==> src/rtl/mem_ctrl_arbiter.sv <==
// Shares the main-memory controller port between icache and dcache miss paths.
// Define MEM_ARB_ROUND_ROBIN_EN for round-robin grants; otherwise dcache has fixed priority.

package mem_ctrl_arbiter_pkg;
  typedef logic [25:0]  main_mem_block_addr_t;
  typedef logic [127:0] block_data_t;
  typedef logic         req_type_t;
  localparam req_type_t REQ_READ  = 1'b0;
  localparam req_type_t REQ_WRITE = 1'b1;
endpackage

module mem_ctrl_arbiter
  import mem_ctrl_arbiter_pkg::*;
(
  input  logic                 clk,
  input  logic                 rst_aL,
  input  logic                 icache_req_valid,
  input  main_mem_block_addr_t icache_req_block_addr,
  output logic                 icache_req_ready,
  output logic                 icache_resp_valid,
  output block_data_t          icache_resp_block_data,
  input  logic                 dcache_req_valid,
  input  req_type_t            dcache_req_type,
  input  main_mem_block_addr_t dcache_req_block_addr,
  input  block_data_t          dcache_req_block_data,
  output logic                 dcache_req_ready,
  output logic                 dcache_resp_valid,
  output block_data_t          dcache_resp_block_data,
  output logic                 mem_req_valid,
  output req_type_t            mem_req_type,
  output main_mem_block_addr_t mem_req_block_addr,
  output block_data_t          mem_req_block_data,
  input  logic                 mem_req_ready,
  input  logic                 mem_resp_valid,
  input  block_data_t          mem_resp_block_data,
  output logic                 protocol_err
);

  typedef enum logic [1:0] {IDLE, ISSUE, WAIT_RESP} state_t;
  typedef enum logic {ICACHE, DCACHE} owner_t;

  state_t               state_q, state_d;
  owner_t               owner_q, last_grant_q, winner;
  logic                 accept;
  req_type_t            type_q;
  main_mem_block_addr_t addr_q;
  block_data_t          data_q;
  logic                 err_q;

`ifdef MEM_ARB_ROUND_ROBIN_EN
  // On a tie, hand the port to whoever did not win last time
  assign winner = (dcache_req_valid && (!icache_req_valid || last_grant_q == ICACHE)) ? DCACHE : ICACHE;
`else
  assign winner = dcache_req_valid ? DCACHE : ICACHE;
  logic unused_last_grant;
  assign unused_last_grant = last_grant_q;
`endif

  always_comb begin
    state_d           = state_q;
    accept            = 1'b0;
    icache_req_ready  = 1'b0;
    dcache_req_ready  = 1'b0;
    mem_req_valid     = 1'b0;
    icache_resp_valid = 1'b0;
    dcache_resp_valid = 1'b0;
    case (state_q)
      IDLE: begin
        if (icache_req_valid || dcache_req_valid) begin
          accept = 1'b1;
          if (winner == DCACHE) dcache_req_ready = 1'b1;
          else                  icache_req_ready = 1'b1;
          state_d = ISSUE;
        end
      end
      ISSUE: begin
        mem_req_valid = 1'b1;
        if (mem_req_ready) state_d = (type_q == REQ_WRITE) ? IDLE : WAIT_RESP;
      end
      WAIT_RESP: begin
        if (mem_resp_valid) begin
          if (owner_q == DCACHE) dcache_resp_valid = 1'b1;
          else                   icache_resp_valid = 1'b1;
          state_d = IDLE;
        end
      end
      default: state_d = IDLE;
    endcase
  end

  always_ff @(posedge clk or negedge rst_aL) begin
    if (!rst_aL) begin
      state_q      <= IDLE;
      owner_q      <= ICACHE;
      last_grant_q <= ICACHE;
      type_q       <= REQ_READ;
      addr_q       <= '0;
      data_q       <= '0;
      err_q        <= 1'b0;
    end else begin
      state_q <= state_d;
      if (accept) begin
        owner_q      <= winner;
        last_grant_q <= winner;
        // Icache misses are always block reads carrying no data
        if (winner == DCACHE) begin
          type_q <= dcache_req_type;
          addr_q <= dcache_req_block_addr;
          data_q <= dcache_req_block_data;
        end else begin
          type_q <= REQ_READ;
          addr_q <= icache_req_block_addr;
          data_q <= '0;
        end
      end
      if (mem_resp_valid && state_q != WAIT_RESP) err_q <= 1'b1;
    end
  end

  assign mem_req_type           = type_q;
  assign mem_req_block_addr     = addr_q;
  assign mem_req_block_data     = data_q;
  assign icache_resp_block_data = mem_resp_block_data;
  assign dcache_resp_block_data = mem_resp_block_data;
  assign protocol_err           = err_q;

endmodule
==> config.mk <==
export PLATFORM = sky130hd
export DESIGN_NAME = mem_ctrl_arbiter
export DESIGN_NICKNAME = d
export VERILOG_FILES = /design/src/rtl/mem_ctrl_arbiter.sv
export SDC_FILE = /design/constraint.sdc
export NUM_CORES = 1
export LEC_CHECK = 0
export BUFFER_PORTS_ARGS = -buffer_cell sky130_fd_sc_hd__buf_4
export CORE_AREA = 2 2 281 283
export CTS_CLUSTER_DIAMETER = 100
export DETAILED_ROUTE_END_ITERATION = 7
export DIE_AREA = 0 0 283 285
export HOLD_SLACK_MARGIN = 0.05
export PLACE_DENSITY = 0.31
export SYNTH_ARGS = -nofsm -noshare
export SYNTH_HDL_FRONTEND = slang
export SYNTH_SLANG_ARGS = --single-unit
==> constraint.sdc <==
create_clock -name clk -period 1.8 [get_ports clk]
set_input_delay 0.36 -clock clk [delete_from_list [all_inputs] [get_ports clk]]
set_output_delay 0.36 -clock clk [all_outputs]
set_load 0.02 [all_outputs]
==> results.yml, run 1 <==
power_and_ir_drop:
  clock_power_share: 0.201
  switchingPower_mw: 7.39
  intPower_mw: 11.0
  worst_ir_drop_vdd_mv: 0.698
  switching_part_of_the_total_power: 0.402
  power_frac_seq: 0.333
  p_leak_nw: 5.13
  power_density_nw_per_um2: 1650
  comb_power_share: 0.466
logic_synthesis:
  post_synthesis_net_count: 961
  synth_area_per_cell_um2: 12.3
  synth_seq_area_share: 0.500
  synth.ff_latch_count: 159
  netlist_area_before_placement_um2: 7960
  post_synth_num_cell_types: 19
  yosysWarnings: 0
  syn-instance-count: 646
detailed_routing:
  wl_per_cell_um: 16.5
  drt_pass1_iterations: 4
  drt-total-wl_um: 30700
  detailedRoute.firstIterationViolations: 202
  detail_route.drc_violations: 0
  detailroute.via_count: 5305
  antenna_violating_nets_post_route: 0
  post_drt_via_cell_ratio: 2.85
critical_path:
  regToRegSetupSlack_ns: 0.16
  setup.worst_path.class: "reg -> out"
  critPathTopFamily: "flip-flops"
  slowest_stage: "sky130_fd_sc_hd__dfrtp_2"
  worst_ep_required_time_ns: 1.44
  worstPathBufferInverterCount: 1
  critical-path-max-stage-delay_ns: 0.46
  crit_path_end_kind: "output pin"
  cp_cell_sequence: "nand2b_4, nor3b_4, buf_6"
  regToRegStartpoint: "state_q[0]"
  worstReg2RegEnd: "mem_req_block_data[73]"
  setup.worst_path.start_class: "register"
  critical_path_arrival_ns: 1.43
  worst_setup_path_startpoint: "state_q[0]"
  worst-r2r-cell-count: 5
  crit_fanout: 5
layout:
  layout-area-overhead-vs-synth_pct: 40.0
  final_net_count: 1112
  antenna-diode-count: 0
  drive_above_1_share: 0.565
clocking:
  cts_root_buf: "sky130_fd_sc_hd__clkbuf_16"
  clock_transition_at_the_registers_of_the_reported_paths_ns: 0.07
  cts.sink_count: 159
  htree_num_levels: 4
  worstSkewPairLatency_ns: 0.48
  cts.path.max_buffers: 2
  cts_tree: "yes"
  cts_inserted_buffers: 17
hold_path:
  hold_start: "dcache_req_block_data[24]"
  hold_path_end: "mem_req_block_data[24]"
  worstHoldPathType: "in -> reg"
  hold_depth: 2
sta:
  timing.final.crit_share: 0.994
  finalHoldWorstSlack_ns: 0.113
  achievable-frequency_mhz: 559
  finalWorstPathRequiredPeriod_ns: 1.79
  timing_worst_slew_pin_value_ns: 0.462
  slew_violations: 0
  finalSetupViolations: 0
  setup_repair_after_global_routing_missed_its_margin: "true"
  post_route_setup_tns_ns: 0
  final_hold_viol_count: 0
  final_critical_path_setup_slack_ns: 0.0112
  clock_skew_after_layout_ns: 0.0202
  slew_headroom: 0.692
global_route:
  groute.usage.overall: 0.0759
  grt_first_pass_wirelength_um: 43800
  first_global_vias: 6090
  grt_max_degree: 62
  antenna_found_initial: 1
  grt-ovfl-total: 0
floorplan:
  initial_utilization: 0.102
  design.core.area_um2: 78000
  top_level_ports: 732
  fp-row-count: 103
  die_area_um2: 80700
  chipWidth_um: 283
  floorplan.die.height_um: 285
place:
  post-dp-hpwl_um: 23200
  placement.io_buffers: 347
  gpl.final_weighted_congestion: 0.746
  detailedPlace.worstSlack_ns: 0.142
status:
  result_of_the_run: "finished, final reports clean"
flow_run:
  maxCapViolations: 0
[power groups by stage]
stage               combinational (mW)  sequential [mW]  clock, mW
global route                      9.20             6.34       4.10
finish                            8.59             6.13       3.69
floorplan                         3.66             7.80          0
CTS                               8.75             6.15       3.98
detailed placement                8.62             6.10          0
global placement                  8.60             6.18          0
[worst max-delay path by stage]
stage,end,slack (ns),depth (start not counted)
after floorplan,icache_req_ready,0.22,3
after global placement,mem_req_block_data[101],0.13,4
after detailed placement,mem_req_block_data[86],0.14,4
after CTS,icache_resp_valid,-0.07,3
after global routing,icache_resp_valid,-0.09,3
final,icache_resp_valid,0.01,3
[layout make-up]
| class | instances | area [µm²] |
|---|---|---|
| Multi-Input combinational cell | 194 | 1850 |
| Tap cell | 1050 | 1310 |
| Clock buffer | 19 | 443 |
| Inverter | 2 | 7.51 |
| Timing Repair Buffer | 423 | 3440 |
| Fill cell | 8764 | 66800 |
| Clock inverter | 12 | 103 |
| Sequential cell | 159 | 3980 |
[registers in the layout, indices dropped and copies added, names as in the netlist]
register / count
protocol_err: 1
owner_q: 1
mem_req_block_addr: 26
mem_req_type: 1
state_q: 2
mem_req_block_data: 128
[synth_stat cells]
cell                       count  share of area
sky130_fd_sc_hd__buf_6        11          0.016
sky130_fd_sc_hd__nor3b_1       1        0.00094
sky130_fd_sc_hd__inv_1         2        0.00094
sky130_fd_sc_hd__nand2b_1      2         0.0016
sky130_fd_sc_hd__buf_4       257           0.24
sky130_fd_sc_hd__and4b_1       1         0.0013
sky130_fd_sc_hd__mux2_2       52          0.074
sky130_fd_sc_hd__nand2_1       1        0.00047
sky130_fd_sc_hd__a22o_1      129           0.14
sky130_fd_sc_hd__nor4b_1       1         0.0011
sky130_fd_sc_hd__o21ai_0       1        0.00063
sky130_fd_sc_hd__and2_1        1        0.00079
sky130_fd_sc_hd__clkbuf_2      1        0.00063
sky130_fd_sc_hd__a21o_1        2         0.0019
sky130_fd_sc_hd__o32ai_1       1         0.0011
sky130_fd_sc_hd__nor2_1        1        0.00047
sky130_fd_sc_hd__o21ai_1       1        0.00063
sky130_fd_sc_hd__buf_2        22          0.014
sky130_fd_sc_hd__dfrtp_1     159           0.50
[cell usage in the layout (no fill, tap or decap), types with 2 or more instances in the layout]
cell	n
sky130_fd_sc_hd__clkinvlp_4	3
sky130_fd_sc_hd__inv_1	2
sky130_fd_sc_hd__clkbuf_16	17
sky130_fd_sc_hd__a21o_1	2
sky130_fd_sc_hd__dfrtp_2	2
sky130_fd_sc_hd__mux2_2	52
sky130_fd_sc_hd__inv_8	2
sky130_fd_sc_hd__a22o_1	129
sky130_fd_sc_hd__clkinv_4	2
sky130_fd_sc_hd__dfrtp_1	157
sky130_fd_sc_hd__buf_12	9
sky130_fd_sc_hd__dlygate4sd3_1	56
sky130_fd_sc_hd__buf_6	4
sky130_fd_sc_hd__buf_4	354
sky130_fd_sc_hd__inv_6	4
[routing by layer]
layer,vias to the layer above,GRT usage,routed length [µm],share of wire
li1,2293,-,-,-
met5,-,0.000581,0,0
met3,83,0.0510,4180,0.14
met1,2505,0.0731,10600,0.34
met2,424,0.124,14800,0.48
met4,0,0.0382,1160,0.038
[metrics by stage]
step                      utilization  cell area, µm²  power [mW]  instances
final                           0.143           11100        18.4       1859
after detailed placement        0.128            9980        14.7       1770
after global placement          0.128            9980        14.8       1770
after CTS                       0.143           11100        18.9       1859
after global routing            0.143           11100        19.6       1859
after floorplan                     -            7960        11.5        646
[repair_timing]
item                                    in CTS  in global routing
resized for setup                            7                  3
pin swaps                                    1                  0
hold buffers                                56                  0
hold endpoints to repair                    85                  0
endpoints found under the setup margin       4                  5
buffers inserted                             2                  0
[cells by family (layout without fill, tap and decap cells)]
group / after synthesis / in the layout / share of synthesized area
buffers and inverters: 293 / 456 / 0.273
DFF: 159 / 159 / 0.500
AOI/OAI and AO/OA: 134 / 134 / 0.146
muxes: 52 / 52 / 0.0736
and+or+nand+nor: 8 / 8 / 0.00660
(Power assumes the default switching activity.)
==> run 2: changes to the inputs <==
==> constraint.sdc (replaced) <==
create_clock -name clk -period 1.8 [get_ports clk]
set_input_delay 0 -clock clk [delete_from_list [all_inputs] [get_ports clk]]
set_output_delay 0 -clock clk [all_outputs]
set_load 0.02 [all_outputs]
==> results.yml, run 2 (synthesis results as in run 1) <==
sta:
  final_hold_viol_count: 0
  timing_worst_slew_pin_value_ns: 0.713
  post_route_setup_tns_ns: 0
  timing.final.crit_share: 0.932
  setup_repair_after_global_routing_missed_its_margin: "false"
  slew_violations: 0
  achievable-frequency_mhz: 596
  slew_headroom: 0.523
  clock_skew_after_layout_ns: 0.0177
  finalHoldWorstSlack_ns: 0.158
  finalWorstPathRequiredPeriod_ns: 1.68
  final_critical_path_setup_slack_ns: 0.123
  finalSetupViolations: 0
place:
  detailedPlace.worstSlack_ns: 0.261
  dp_cells: 1766
  gpl.final_weighted_congestion: 0.718
  placement.io_buffers: 347
  placement.cell_area_um2: 9940
  post-dp-hpwl_um: 23300
critical_path:
  critical_path_arrival_ns: 1.68
  worst_ep_required_time_ns: 1.80
  crit_path_end_kind: "output pin"
  setup.worst_path.start_class: "register"
  setup.worst_path.class: "reg -> out"
  crit_fanout: 35
detailed_routing:
  detailroute.via_count: 6389
  drt_pass1_iterations: 6
  detail_route.drc_violations: 0
  wl_per_cell_um: 15.4
  post_drt_via_cell_ratio: 3.02
  drt-total-wl_um: 32600
  detailedRoute.firstIterationViolations: 191
  antenna_violating_nets_post_route: 0
global_route:
  grt_first_pass_wirelength_um: 46400
  grt.met1_usage: 0.0778
  groute.layer.met3.usage: 0.0386
  top_usage_layer: "met2"
  antenna_found_initial: 9
  grt-ovfl-total: 0
  groute.usage.overall: 0.0791
  grt_max_degree: 81
  globalRouteMet2Util: 0.138
  first_global_vias: 6962
power_and_ir_drop:
  power_density_nw_per_um2: 1410
  p_leak_nw: 6.18
  worst_ir_drop_vdd_mv: 0.605
floorplan:
  fp-row-count: 103
  chipWidth_um: 283
  floorplan.die.height_um: 285
  die_area_um2: 80700
  design.core.area_um2: 78000
  top_level_ports: 732
  initial_utilization: 0.102
layout:
  layout_common_cells: "sky130_fd_sc_hd__buf_4 (353), sky130_fd_sc_hd__dlygate4sd3_1 (314), sky130_fd_sc_hd__dfrtp_1 (159)"
  finalInstanceArea_um2: 13700
  layout-area-overhead-vs-synth_pct: 71.8
  drive_above_1_share: 0.422
  final_cell_count_no_fill: 2118
  final_net_count: 1366
  mostFrequentLayoutCell: "sky130_fd_sc_hd__buf_4"
  largest_register_ff_count: 128
clocking:
  cts_inserted_buffers: 17
  cts.sink_count: 159
  htree_num_levels: 4
  worstSkewPairLatency_ns: 0.47
  cts_root_buf: "sky130_fd_sc_hd__clkbuf_16"
  cts_tree: "yes"
  cts.path.max_buffers: 2
  clock_transition_at_the_registers_of_the_reported_paths_ns: 0.08
flow_run:
  maxCapViolations: 0
hold_path:
  worstHoldPathType: "in -> async"
status:
  result_of_the_run: "finished, final reports clean"
-- run 2: worst paths after layout --
kind	start	end	slack, ns	cells after the start
hold reg to reg	protocol_err	protocol_err	0.47	1
max in group asynchronous	rst_aL	mem_req_block_addr[19]	0.68	3
setup / recovery	state_q[0]	dcache_req_ready	0.12	4
hold / removal	rst_aL	mem_req_block_data[120]	0.16	3
min in group clk	dcache_req_block_data[113]	mem_req_block_data[113]	0.29	3
setup reg to reg	state_q[0]	mem_req_block_addr[10]	0.31	4
-- run 2: layout make-up --
cell class                      instances  area [µm²]
Multi-Input combinational cell        194        1830
Timing Repair Buffer                  677        5980
Clock buffer                           19         433
Antenna cell                            4        10.0
Sequential cell                       159        3980
Inverter                                2        7.51
Clock inverter                         13         116
Fill cell                            8561       64300
Tap cell                             1050        1310
-- run 2: what timing repair did --
action / CTS / global route
setup endpoints to repair: 1 / 1
resized for setup: 2 / 1
buffers inserted: 2 / 0
hold endpoints to repair: 574 / 0
cloned: 0 / 0
hold buffers: 315 / 0
-- run 2: per-layer routing --
layer	up-vias	part of all wire
li1	2818	-
met1	3092	0.35
met2	428	0.52
met3	49	0.099
met4	2	0.037
met5	-	0.00040
-- run 2: critical path, cell delays in order (launching register included) --
cell and delay, ns:
sky130_fd_sc_hd__dfrtp_1 0.41, sky130_fd_sc_hd__nor2_4 0.16, sky130_fd_sc_hd__and2_4 0.19, sky130_fd_sc_hd__buf_12 0.22, sky130_fd_sc_hd__buf_4 0.19
-- run 2: where the power goes --
part           internal, mW  switching (mW)  total, mW  leakage [nW]
Clock                  1.82            1.88       3.70         0.263
Sequential             5.12           0.972       6.09          2.00
Combinational          4.36            5.12       9.48          3.91
Total                  11.3            7.97       19.3          6.18
-- run 2: through the flow --
stage	total power, mW	util
after global routing	20.5	0.175
after CTS	19.8	0.175
after floorplan	11.5	-
after global placement	14.7	0.128
final	19.3	0.175
after detailed placement	14.7	0.128
==> run 3: changes to the inputs <==
--- a/config.mk
+++ b/config.mk
@@ -7,6 +7,7 @@
 export LEC_CHECK = 0
 export BUFFER_PORTS_ARGS = -buffer_cell sky130_fd_sc_hd__buf_4
 export CORE_AREA = 2 2 281 283
+export CTS_BUF_LIST = sky130_fd_sc_hd__clkbuf_8
 export CTS_CLUSTER_DIAMETER = 100
 export DETAILED_ROUTE_END_ITERATION = 7
 export DIE_AREA = 0 0 283 285
==> results.yml, run 3 (synthesis results as in run 1) <==
status:
  result_of_the_run: "finished, final reports clean"
power_and_ir_drop:
  power_density_nw_per_um2: 1370
  p_leak_nw: 6.13
  worst_ir_drop_vdd_mv: 0.603
detailed_routing:
  metal1_wirelength_um: 11500
  met3_wirelength_um: 3280
  antenna_violating_nets_post_route: 0
  detailedRoute.firstIterationViolations: 228
  met2WireLength_um: 17000
  topRoutingLayerUsed: "met5"
  detailroute.via_count: 6394
  detail_route.drc_violations: 0
  drt_pass1_iterations: 6
  wl_per_cell_um: 15.5
  drt-total-wl_um: 33000
  post_drt_via_cell_ratio: 3.01
clocking:
  cts_root_buf: "sky130_fd_sc_hd__clkbuf_8"
  clock_transition_at_the_registers_of_the_reported_paths_ns: 0.11
  htree_num_levels: 4
  cts.sink_count: 159
  cts_inserted_buffers: 17
  worstSkewPairLatency_ns: 0.54
  cts.path.max_buffers: 2
  cts_tree: "yes"
flow_run:
  maxCapViolations: 0
layout:
  layout_common_cells: "sky130_fd_sc_hd__buf_4 (356), sky130_fd_sc_hd__dlygate4sd3_1 (314), sky130_fd_sc_hd__dfrtp_1 (158)"
  drive_above_1_share: 0.426
  final_net_count: 1369
  finalInstanceArea_um2: 13500
  largest_register_ff_count: 128
  layout-area-overhead-vs-synth_pct: 70.1
  mostFrequentLayoutCell: "sky130_fd_sc_hd__buf_4"
sta:
  timing.final.crit_share: 0.904
  timing_worst_slew_pin_value_ns: 0.689
  achievable-frequency_mhz: 614
  setup_repair_after_global_routing_missed_its_margin: "false"
  final_critical_path_setup_slack_ns: 0.173
  post_route_setup_tns_ns: 0
  slew_violations: 0
  slew_headroom: 0.539
  finalWorstPathRequiredPeriod_ns: 1.63
  clock_skew_after_layout_ns: 0.0278
  finalSetupViolations: 0
  final_hold_viol_count: 0
critical_path:
  crit_fanout: 5
  cp_cell_sequence: "nor2_4, and2_4, buf_12, buf_4"
  critical-path-max-stage-delay_ns: 0.47
  worst_ep_required_time_ns: 1.80
  critical_path_arrival_ns: 1.63
  setup.worst_path.class: "reg -> out"
  setup.worst_path.start_class: "register"
  crit_path_end_kind: "output pin"
  slowest_stage: "sky130_fd_sc_hd__dfrtp_2"
  regToRegSetupSlack_ns: 0.18
hold_path:
  worstHoldPathType: "in -> reg"
place:
  placement.io_buffers: 347
  gpl.final_weighted_congestion: 0.718
  detailedPlace.worstSlack_ns: 0.261
  post-dp-hpwl_um: 23300
  placement.cell_area_um2: 9940
floorplan:
  design.core.area_um2: 78000
  chipWidth_um: 283
  top_level_ports: 732
  floorplan.die.height_um: 285
  die_area_um2: 80700
  fp-row-count: 103
  initial_utilization: 0.102
global_route:
  grt_first_pass_wirelength_um: 46800
  grt_max_degree: 81
  grt-ovfl-total: 0
  first_global_vias: 6964
  groute.usage.overall: 0.0801
  antenna_found_initial: 10
run 3: cell types whose count changed in the layout (fill, tap and decap cells not counted), sizes merged:
cell	delta
clkbuf	-2
buf	+2
inv	+2
bufbuf	+1
diode	+1
run 3: what timing repair did:
| item | 4_1_cts | 5_1_grt |
|---|---|---|
| hold buffers | 314 | 0 |
| setup endpoints to repair | 1 | 2 |
| buffers inserted | 5 | 0 |
| gates resized for setup | 4 | 3 |
| endpoints found under the hold margin | 574 | 0 |
| pin swaps | 0 | 1 |
| gates cloned | 1 | 0 |
run 3: power breakdown:
part | internal, mW | switching [mW]
registers | 5.12 | 0.985
logic | 4.45 | 5.17
clock network | 0.994 | 1.77
run 3: cell type report:
cell class	count	area (µm²)
fill	8577	64400
tap	1050	1310
antenna	5	12.5
clock buffer	17	234
multi-input combinational	194	1840
clock inverter	15	124
timing repair buffer	680	6020
inverter	2	7.51
sequential	159	3980
run 3: metrics by stage:
step	utilization	instances	total power [mW]	hold WS [ns]
CTS	0.173	2117	18.9	0.121
global placement	0.128	1766	14.7	0.000200
floorplan	-	646	11.5	-0.296
detailed placement	0.128	1766	14.7	0.000200
global route	0.174	2122	19.7	0.143
finish	0.174	2122	18.5	0.219
run 3: final timing paths:
path	start	endpoint	cells after the start
hold reg to reg	protocol_err	protocol_err	1
setup reg to reg	state_q[1]	mem_req_block_data[57]	6
max in group asynchronous	rst_aL	mem_req_block_data[0]	4
hold / removal	dcache_req_block_data[125]	mem_req_block_data[125]	3
setup / recovery	state_q[1]	dcache_req_ready	4
min in group asynchronous	rst_aL	mem_req_block_addr[11]	3
run 3: critical path: cells and delay by family (launching register included):
family	cells	cell delay, ns
and+or+nand+nor	2	0.36
buffers and inverters	2	0.26
DFF	1	0.47
run 3: per-layer routing:
metal | track usage | vias up
met1 | 0.0797 | 3096
met3 | 0.0388 | 49
met4 | 0.0412 | 2
met5 | 0 | -
li1 | - | 2821
met2 | 0.138 | 426
